<file path="src/rtl/v_instr_queue.sv">
// Vector instruction queue between scalar issue and v_decoder; holds vsetvl(i) at the head while the back-end is busy.
// Optional zero-latency bypass into an empty queue: define V_IQ_BYPASS_EN.
module v_instr_queue #(
    parameter int DEPTH = 4,
    parameter int XLEN  = 32
) (
    input  logic                   clk,
    input  logic                   rst,
    input  logic                   flush,
    input  logic                   in_valid,
    output logic                   in_ready,
    input  logic [31:0]            in_instr,
    input  logic [XLEN-1:0]        in_rs1_data,
    input  logic [XLEN-1:0]        in_rs2_data,
    output logic                   out_valid,
    input  logic                   out_ready,
    output logic [31:0]            out_instr,
    output logic [XLEN-1:0]        out_rs1_data,
    output logic [XLEN-1:0]        out_rs2_data,
    input  logic                   v_busy,
    output logic [$clog2(DEPTH):0] count,
    output logic                   full,
    output logic                   empty
);
    localparam int AW = $clog2(DEPTH);
    localparam logic [6:0] OP_V        = 7'b1010111;
    localparam logic [6:0] OP_LOAD_FP  = 7'b0000111;
    localparam logic [6:0] OP_STORE_FP = 7'b0100111;

    logic [AW:0]      wr_ptr_reg, wr_ptr_next;
    logic [AW:0]      rd_ptr_reg, rd_ptr_next;
    logic [31:0]      instr_mem [DEPTH];
    logic [XLEN-1:0]  rs1_mem   [DEPTH];
    logic [XLEN-1:0]  rs2_mem   [DEPTH];
    logic [31:0]      head_instr;
    logic [XLEN-1:0]  head_rs1;
    logic [XLEN-1:0]  head_rs2;
    logic             is_vector;
    logic             enq_fire;
    logic             deq_fire;
    logic             wr_en;
    logic             bypass;
    logic             head_vconfig;

    assign count    = wr_ptr_reg - rd_ptr_reg;
    assign full     = (count == (AW+1)'(DEPTH));
    assign empty    = (count == '0);
    assign in_ready = !full;

    assign is_vector = (in_instr[6:0] == OP_V) || (in_instr[6:0] == OP_LOAD_FP) ||
                       (in_instr[6:0] == OP_STORE_FP);
    assign enq_fire  = in_valid && in_ready;

    assign head_instr = instr_mem[rd_ptr_reg[AW-1:0]];
    assign head_rs1   = rs1_mem[rd_ptr_reg[AW-1:0]];
    assign head_rs2   = rs2_mem[rd_ptr_reg[AW-1:0]];

`ifdef V_IQ_BYPASS_EN
    assign bypass       = empty && enq_fire && is_vector && !flush;
    assign out_instr    = bypass ? in_instr    : head_instr;
    assign out_rs1_data = bypass ? in_rs1_data : head_rs1;
    assign out_rs2_data = bypass ? in_rs2_data : head_rs2;
`else
    assign bypass       = 1'b0;
    assign out_instr    = head_instr;
    assign out_rs1_data = head_rs1;
    assign out_rs2_data = head_rs2;
`endif

    // vsetvl/vsetvli must wait for an idle back-end so vtype/vl never change mid-op
    assign head_vconfig = (out_instr[6:0] == OP_V) && (out_instr[14:12] == 3'b111);
    assign out_valid    = (!empty || bypass) && !(head_vconfig && v_busy);
    assign deq_fire     = out_valid && out_ready;

    // A bypassed entry that is consumed in the same cycle never touches storage
    assign wr_en = enq_fire && is_vector && !flush && !(bypass && deq_fire);

    always_comb begin
        wr_ptr_next = wr_ptr_reg;
        rd_ptr_next = rd_ptr_reg;
        if (flush) begin
            wr_ptr_next = '0;
            rd_ptr_next = '0;
        end else begin
            if (wr_en)
                wr_ptr_next = wr_ptr_reg + 1'b1;
            if (deq_fire && !bypass)
                rd_ptr_next = rd_ptr_reg + 1'b1;
        end
    end

    always_ff @(posedge clk) begin
        if (rst) begin
            wr_ptr_reg <= '0;
            rd_ptr_reg <= '0;
        end else begin
            wr_ptr_reg <= wr_ptr_next;
            rd_ptr_reg <= rd_ptr_next;
        end
    end

    generate
        for (genvar gi = 0; gi < DEPTH; gi++) begin : g_entry
            always_ff @(posedge clk) begin
                if (rst) begin
                    instr_mem[gi] <= '0;
                    rs1_mem[gi]   <= '0;
                    rs2_mem[gi]   <= '0;
                end else if (wr_en && (wr_ptr_reg[AW-1:0] == AW'(gi))) begin
                    instr_mem[gi] <= in_instr;
                    rs1_mem[gi]   <= in_rs1_data;
                    rs2_mem[gi]   <= in_rs2_data;
                end
            end
        end
    endgenerate
endmodule
</file>
<file path="config.mk">
export PLATFORM = sky130hd
export DESIGN_NAME = v_instr_queue
export DESIGN_NICKNAME = d
export VERILOG_FILES = /design/src/rtl/v_instr_queue.sv
export SDC_FILE = /design/constraint.sdc
export NUM_CORES = 1
export LEC_CHECK = 0
export ABC_AREA = 1
export CELL_PAD_IN_SITES_DETAIL_PLACEMENT = 0
export CELL_PAD_IN_SITES_GLOBAL_PLACEMENT = 1
export CORE_MARGIN = 2
export CORE_UTILIZATION = 44
export CTS_CLUSTER_DIAMETER = 200
export DETAILED_ROUTE_END_ITERATION = 10
export PLACE_DENSITY_LB_ADDON = 0.2
export SYNTH_ARGS = -nofsm -noshare
export SYNTH_HDL_FRONTEND = slang
export SYNTH_SLANG_ARGS = --single-unit
</file>
<file path="constraint.sdc">
create_clock -name clk -period 14.3 [get_ports clk]
set_clock_uncertainty 0.05 [all_clocks]
set_input_delay 2.86 -clock clk [delete_from_list [all_inputs] [get_ports clk]]
set_output_delay 2.86 -clock clk [all_outputs]
set_load 0.01 [all_outputs]
</file>
==> results.toml <==
[route]
num_vias = 11800
drc_errors = 0
wirelength_um = 43200
first_pass_iters = 6
routed_via_density = 5.15
antenna_left = 0
initialDrtViolationCount = 767
avgRoutedWirePerCell_um = 18.9

[logic_synthesis]
synthTopCellsByCount = "542 x nor2_1, 384 x edfxtp_1, 177 x o21ai_0"
async_reset_ff_share_pct = 0
synth_top_cell_area_share_pct = 67.8
ys_types = 28
ys_top_cells_by_area = "edfxtp_1 68%, nor2_1 12%, o21ai_0 5.2%, inv_1 3.2%, o22ai_1 3.2%"
syn_area_sq_um = 17000
synthCells = 1579
syn_avg_cell_area_sq_um = 10.8
synth_most_common_cell = "nor2_1"
synth_edf_count = 384
synth_top_flop_cell = "edfxtp_1"
ys_seq_area_share_pct = 68.7
synth-seq-cells = 392
ys_warn_count = 0
yosys.area.top_type = "edfxtp_1"

[global_route]
grt_pass1_wl_um = 67200
grt_max_degree = 123
overflow = 0
grt_usage_pct = 21.5
antenna_found_initial = 1
grt_pass1_vias = 11900

[critical_path]
path_cells = "clkdlybuf4s50_1 -> nand3_1 -> nor2_1 -> nand3_1 -> nand2_1 -> inv_1 -> clkdlybuf4s50_1"
end_kind = "output pin"
reg2reg_depth = 12
critPathKind = "primary input to output pin"
cp.required_ps = 11390
path_max_fanout = 6
critPathArrivalTime_ps = 4580
critPathMaxStageDelay_ps = 480
startpoint_type = "primary input"
cp_slowest_cell = "clkdlybuf4s50_1"

[layout]
seq_area_sq_um = 11700
top_regs = "instr_mem: 128 flops, rs1_mem: 128 flops, rs2_mem: 128 flops"
post-route-util_pct = 53.8
filler_cell_count = 3419
multi_input_area_sq_um = 4220
syn_to_final_growth_pct = 21.4
nets = 1852
drive_gt1_share_pct = 5.76

[place]
place_hpwl_um = 23100
port_buffers = 204
gp_congestion = 0.749

[floorplan]
initial_core_util_pct = 44.3
boundaryPins = 205
core_area_sq_um = 38400
die_w_um = 201
fp.dieH_um = 201
rows = 72
dieArea_sq_um = 40300

[pwr]
peakVddDrop_v = 0.0000856
p_leak_nw = 8.29
p_per_area_nw_per_um2 = 122

[timing]
rsz0062_at_grt = "no"
worst_slew_pin_slew_ps = 1070
max_freq_mhz = 134
finalMaxSlewViolations = 0
hold_viol = 0
setup_viol = 0
slew_headroom_pct = 28.7
min_period_ps = 7490
finalCritPeriodShare_pct = 52.4
fin_hold_ws_ps = 465
fin_tns_setup_ps = 0

[cts]
post_cts_resized = 0
cts_tree = "built"
cts_setup_buffers = 0
h-tree-depth = 2
cts_hold_buf = 0
clkSinkCount = 392
clock_latency_ps = 540
clk_pin_slew_ps = 60
cts_buffers = 42
clock_path_buffers = 3
cts_root_buf = "clkbuf_16"

[outcome]
status = "finished clean"

[min_path]
hold_path_class = "flop to flop"
worstHoldPathCells = 2

[run]
drv_cap = 0
## routing by layer
metal / up-vias / global-route usage [%] / share of wire (%)
li1: 5636 / - / -
met5: - / 0 / 0
met3: 52 / 3.59 / 5.5
met1: 5781 / 28.9 / 44
met4: 0 / 5.79 / 2.0
met2: 332 / 36.4 / 49
## power breakdown
part	leakage [nW]	switching, mW	total (mW)	internal [mW]
Sequential	4.04	0.00924	1.30	1.30
Combinational	3.61	0.0873	0.153	0.0659
Clock	0.649	0.426	1.06	0.638
Total	8.29	0.522	2.52	2.00
## cells by family after synthesis
logic type                 after synthesis  share of synthesized area (%)
and+or+nand+nor                        655                           15.3
DFF                                    392                           68.7
AOI/OAI and AO/OA                      265                           8.44
buffers and inverters                  256                           6.77
adders and majority gates                7                          0.559
xor gates and xnor gates                 3                          0.154
other                                    1                         0.0220
## final timing paths
check,slack (ps),endpoint,start
worst max register to register,10350,instr_mem[3][4]$_SDFFCE_PN0P_,wr_ptr_reg[0]$_SDFFE_PP0N_
worst min register to register,470,wr_ptr_reg[2]$_SDFFE_PP0N_,wr_ptr_reg[2]$_SDFFE_PP0N_
worst max-delay path,6810,out_valid,v_busy
worst min-delay path,470,wr_ptr_reg[2]$_SDFFE_PP0N_,wr_ptr_reg[2]$_SDFFE_PP0N_
## cell type report
| cell class | count | share of cell area (%) |
|---|---|---|
| diodes | 1 | 0.0121 |
| clock buffers | 53 | 5.39 |
| clock inverters | 19 | 1.05 |
| inverters | 153 | 2.83 |
| multi-input cells | 934 | 20.5 |
| flip-flops and latches | 392 | 56.6 |
| well taps | 518 | 3.14 |
| repair buffers | 220 | 10.5 |
## per-stage QoR
stage / instances / total power [mW] / area (sq um) / setup WS [ps]
detailed placement: 2217 / 1.48 / 19300 / 6850
global placement: 2217 / 1.48 / 19300 / 6760
CTS: 2289 / 2.54 / 20600 / 6840
finish: 2290 / 2.52 / 20700 / 6810
floorplan: 1582 / 1.40 / 17000 / 3330
global route: 2290 / 2.60 / 20700 / 6690
## critical path: cells and delay by family
kind          cells  cell delay, ps
simple gates      4             690
buf+inv           3            1010
## cell usage in the layout, fill, tap and decap left out
cell type,n
nor2_1,542
edfxtp_1,384
clkdlybuf4s50_1,204
o21ai_0,174
inv_1,145
o22ai_1,86
nand2_1,62
clkbuf_16,43
nand3_1,27
buf_4,16
nor2_2,10
clkbuf_1,10
clkinv_1,8
inv_2,6
ha_1,6
dfxtp_1,6
bufinv_16,5
nand4_1,4
nand3_4,4
clkinv_2,4
conb_1,4
xor2_1,3
o21ai_4,3
inv_6,2
nand2_4,2
clkinv_4,2
dfxtp_4,2
diode_2,1
or2_2,1
and2_1,1
nand3_2,1
o21ai_1,1
nor4_2,1
a21boi_0,1
fa_1,1
Power figures use the tool's default switching activity.
==> RTL edit 1: new RTL, same flow settings <==
Build with the macro `V_IQ_BYPASS_EN` defined.
--- a/src/rtl/v_instr_queue.sv
+++ b/src/rtl/v_instr_queue.sv
@@ -2,2 +2,4 @@
 // Optional zero-latency bypass into an empty queue: define V_IQ_BYPASS_EN.
+`define V_IQ_BYPASS_EN
+
 module v_instr_queue #(
Formal check against the unedited RTL: not equivalent (a bounded check fails within 4 cycles, from zero or initial values).
==> RTL edit 1 against the original RTL <==
  * Sequential cell count is the same
  * Count of clock-buffer cells in the layout unchanged
  * Global-route usage up 0.29 points
  * Worst setup slack got worse by 1100 ps
  * Wire length rose by 6.7%
  * Area after synthesis is 6.1% higher
  * Power is 4.4% lower
  * Synthesized cell count is 13% higher
  * Cell area up 4.0%
  * Hold slack improved by 13 ps
  * Critical endpoint unchanged
  * Largest cell class unchanged
  * Highest routed layer is now met5
==> RTL edit 1: results (changes against the original RTL) <==
Outcome:
- The run finished with clean final reports.

Final layout:
- The number of flip-flops and latches is 392 (unchanged).
- The fraction of area in multi-input gates came to 24.6% (+4.2 points).
- The proportion of final cell area spent on non-clock buffers is 10.0% (-0.44 points).
- The register fraction of the total cell area is 54.5% (-2.2 points).
- The non-clock buffer count in the final layout came to 219 (-0.45%).
- The number of inserted filler cells in the final layout is 3772 (+10%).
- The fraction of final layout cells sized beyond drive strength 1 is 5.98% (+0.22 points).
- The post-route cell area is 21500 um^2 (+4.0%).
- The final-layout clock-cell area share is 5.48% (-0.97 points).

Worst hold path:
- The path class of the tightest hold or removal check is flip-flop to flip-flop.
- The startpoint of the worst hold path is rd_ptr_reg[2].
- The worst hold path terminates at rd_ptr_reg[2].

Clock tree:
- The CTS buffer count is 41 (-2.4%).

Synth:
- The commonest cells after synthesis are sky130_fd_sc_hd__nor2_1, sky130_fd_sc_hd__edfxtp_1, sky130_fd_sc_hd__o21ai_0.
- The number of distinct library cells after synthesis is 32 (+14%).
- The mean cell area of the mapped netlist was 10.1 um^2 (-6.3%).
- The sequential element share of the synthesized area is 64.7% (-4.0 points).
- Yosys attributes the largest share of cell area to sky130_fd_sc_hd__edfxtp_1, sky130_fd_sc_hd__nor2_1, sky130_fd_sc_hd__o21ai_0.

Global routing:
- The aggregate global-route resource usage was 21.8% (+0.29 points).
- The first-pass GRT wire length is 71.3 mm (+6.1%).
- The pin count of the biggest net entering global routing is 99 (-20%).
- The initial antenna violation count is 2 (+1).

STA:
- The worst-case headroom to the max-slew limit is 25.7% (-3.0 points).
- The final critical path time including I/O delays and setup is 8630 ps (+1140 ps).

Placement:
- The half-perimeter wire length after placement is 24.9 mm (+7.8%).
- The number of port buffers came to 204 (unchanged).
- The total instance count after detailed placement is 2420 (+9.2%).
- The post-placement worst setup slack is 5630 ps (-1230 ps).
- The final estimated routing congestion in global placement was 0.746 (-0.52%).

Setup path:
- The start point of the critical path is in_instr[6].
- The peak fanout along the critical path is 83 (+77).
- The cell depth of the worst flop-to-flop path is 19 (+7).
- The endpoint of the most critical register-to-register path is rs2_mem[0][0].
- The kind of cell with the highest combined delay along the critical path is buffers and inverters.
- The worst path arrival time is 5720 ps (+1140 ps).
- The highest-delay cell along the critical path is sky130_fd_sc_hd__buf_4.

Pwr:
- The leakage power total was 8.53 nW (+2.9%).
- The internal power of the cells is 1.89 mW (-5.3%).
- The overall power consumption is 2.41 mW (-4.4%).
- The worst IR drop on VDD is 92.9 uV (+8.6%).
- The switching share of power is 21.5% (+0.73 points).

Route:
- The via total after detailed routing is 13100 (+11%).
- The first-pass iteration count of the detailed router is 5 (-1).
- The post-detailed-routing wire length is 46.2 mm (+6.7%).
- The DRC marker count from the first detailed-route iteration is 1009 (+32%).

Die:
- The count of standard-cell rows was 74 (+2.8%).
## RTL edit 1: routing by layer
| metal | vias to the layer above | wire (um) | global-route usage (%) |
|---|---|---|---|
| met2 | 363 | 22900 | 37.6 |
| met4 | 2 | 862 | 5.69 |
| li1 | 6326 | - | - |
| met1 | 6360 | 19700 | 29.2 |
| met3 | 51 | 2700 | 2.75 |
| met5 | - | 11 | 0 |
## RTL edit 1: kinds of logic after synthesis
| logic type | after synthesis | share of synthesized area [%] |
|---|---|---|
| xor gates and xnor gates | 1 | 0.0485 |
| DFF | 392 | 64.7 |
| AOI/OAI and AO/OA | 368 | 10.9 |
| adders and majority gates | 7 | 0.527 |
| other | 1 | 0.0208 |
| buffers and inverters | 252 | 6.21 |
| and+or+nand+nor | 767 | 17.6 |
## RTL edit 1: power groups by stage
stage	sequential (mW)	clock (mW)	combinational, mW
floorplan	1.33	0	0.0686
global placement	1.33	0	0.153
detailed placement	1.33	0	0.153
CTS	1.30	0.973	0.154
global route	1.31	1.01	0.165
finish	1.30	0.956	0.150
==> RTL edit 2: new RTL, same settings <==
Without the edit above. Put a register stage on the output `count`, without a reset. The value now appears one clock later. The other outputs are not delayed to match.
--- a/src/rtl/v_instr_queue.sv
+++ b/src/rtl/v_instr_queue.sv
@@ -29,2 +29,4 @@
 
+    logic [$clog2(DEPTH):0] count_d;
+
     logic [AW:0]      wr_ptr_reg, wr_ptr_next;
@@ -44,5 +46,5 @@
 
-    assign count    = wr_ptr_reg - rd_ptr_reg;
-    assign full     = (count == (AW+1)'(DEPTH));
-    assign empty    = (count == '0);
+    assign count_d  = wr_ptr_reg - rd_ptr_reg;
+    assign full     = (count_d == (AW+1)'(DEPTH));
+    assign empty    = (count_d == '0);
     assign in_ready = !full;
@@ -116,2 +118,6 @@
     endgenerate
+    always_ff @(posedge clk) begin
+        count <= count_d;
+    end
+
 endmodule
Check against the original RTL: not equivalent (a bounded check fails within 4 cycles, from zero or initial values).
==> RTL edit 2 against the original RTL <==
  * Area after synthesis increased by 0.31%
  * Largest power group unchanged
  * Sequential cell count rose by 3
  * Hold slack better by 9.4 ps
  * Wire length grew 0.18%
  * Worst setup slack lost 44 ps
  * Core utilization rose by 0.063 points
  * Highest routed layer unchanged
  * Sequential share of layout area rose by 0.092 points
  * Cell area rose by 0.35%
  * Power down 0.25%
==> RTL edit 2: results (changes against the original RTL) <==
Outcome:
- The flow ran to the end, and the final reports show no timing, DRC or antenna violations.

Final layout:
- The clock buffer instance count of the final layout is 64 (+21%).
- The fraction of final layout cells sized beyond drive strength 1 came to 5.92% (+0.16 points).
- The count of antenna diodes in the layout is 2 (+1).
- The register fraction of the total cell area was 56.7% (+0.092 points).
- The final-layout clock-cell area share was 6.47% (+0.026 points).
- The net total in the final layout was 1855 (+0.16%).
- The final core utilization was 53.9% (+0.063 points).
- The fraction of area in multi-input gates is 20.4% (-0.072 points).
- The proportion of final cell area spent on non-clock buffers is 10.4% (-0.037 points).

Route:
- The DRC marker count from the first detailed-route iteration came to 696 (-9.3%).
- The routed wirelength normalized by instance count is 18.9 um (about the same).
- The first-pass iteration count of the detailed router is 5 (-1).
- The average vias per placed instance is 5.16 (+0.18%).

Setup path:
- The internal reg-to-reg setup slack was 10280 ps (-70 ps).
- In this run the critical register-to-register path is captured at rs1_mem[3][21].
- The worst path arrival time is 4620 ps (+40 ps).

Placement:
- The final estimated routing congestion in global placement is 0.730 (-2.6%).
- The instance area after placement came to 19400 um^2 (+0.31%).
- The half-perimeter wire length after placement came to 22.4 mm (-2.7%).

Pwr:
- The sequential cell fraction of total power is 52.2% (+0.5 points).
- The internal power of the cells came to 2.00 mW (about the same).
- The leakage power total is 8.34 nW (+0.56%).
- The worst IR drop on VDD is 79.0 uV (-7.6%).
- The fraction of power consumed by the clock network came to 41.7% (-0.5 points).

Global routing:
- The first-pass GRT wire length is 67.1 mm (about the same).
- The aggregate global-route resource usage is 21.5% (-0.045 points).
- The via count of the first global-routing pass came to 11800 (-0.91%).
- The pin count of the biggest net entering global routing is 102 (-17%).

Synth:
- The sequential element share of the synthesized area is 68.9% (+0.14 points).
- The mean cell area of the mapped netlist is 10.8 um^2 (+0.12%).
- The number of distinct library cells after synthesis is 29 (+3.6%).
- Ranked by instance count, the synthesized netlist is headed by sky130_fd_sc_hd__nor2_1, sky130_fd_sc_hd__edfxtp_1, sky130_fd_sc_hd__o21ai_0.

Worst hold path:
- The startpoint identified for the worst hold timing path is wr_ptr_reg[1].
- For hold timing, the worst endpoint is wr_ptr_reg[1].

Die:
- The area enclosed by the die boundary was 40400 um^2 (+0.30%).

Clock tree:
- The number of clock sinks was 395 (+0.77%).

STA:
- The slew at the pin with the worst max-slew slack is 1050 ps (-16.2 ps).
-- RTL edit 2: changes by cell type after synthesis, sizes merged --
cell,before,now
dfxtp,8,11
-- RTL edit 2: logic make-up after synthesis --
kind of cell | synth area share, %
xor+xnor | 0.154
compound gates | 8.42
flops | 68.9
other cells | 0.0220
fa+ha+maj | 0.557
simple gates | 15.3
buf+inv | 6.70
-- RTL edit 2: worst max-delay path, cell delays in order --
cell and delay (ps):
sky130_fd_sc_hd__clkdlybuf4s50_1 520, sky130_fd_sc_hd__nand3_1 90, sky130_fd_sc_hd__nor2_1 110, sky130_fd_sc_hd__nand3_1 330
sky130_fd_sc_hd__nand2_1 180, sky130_fd_sc_hd__inv_1 50, sky130_fd_sc_hd__clkdlybuf4s50_1 470
-- RTL edit 2: layer usage --
layer  vias up  GRT usage [%]  wire [um]
li1       5651              -          -
met1      5789           28.8      18700
met2       340           35.9      21100
met3        63           3.28       2470
met4         0           6.77        998
met5         -              0          0
-- RTL edit 2: through the flow --
step	setup slack (ps)	instances	power [mW]	hold WS, ps
after floorplan	3330	1585	1.41	435
after global placement	6770	2220	1.49	461
after detailed placement	6780	2220	1.49	471
after CTS	6760	2292	2.54	479
after global routing	6610	2294	2.60	509
final	6770	2294	2.52	475
-- RTL edit 2: worst max-delay path by stage --
| stage | start | to | slack (ps) | cells past startpoint |
|---|---|---|---|---|
| floorplan | in_instr[5] | instr_mem[0][0] | 3330 | 7 |
| global placement | v_busy | out_valid | 6770 | 7 |
| detailed placement | v_busy | out_valid | 6780 | 7 |
| CTS | v_busy | out_valid | 6760 | 7 |
| global route | v_busy | out_valid | 6610 | 7 |
| finish | v_busy | out_valid | 6770 | 7 |
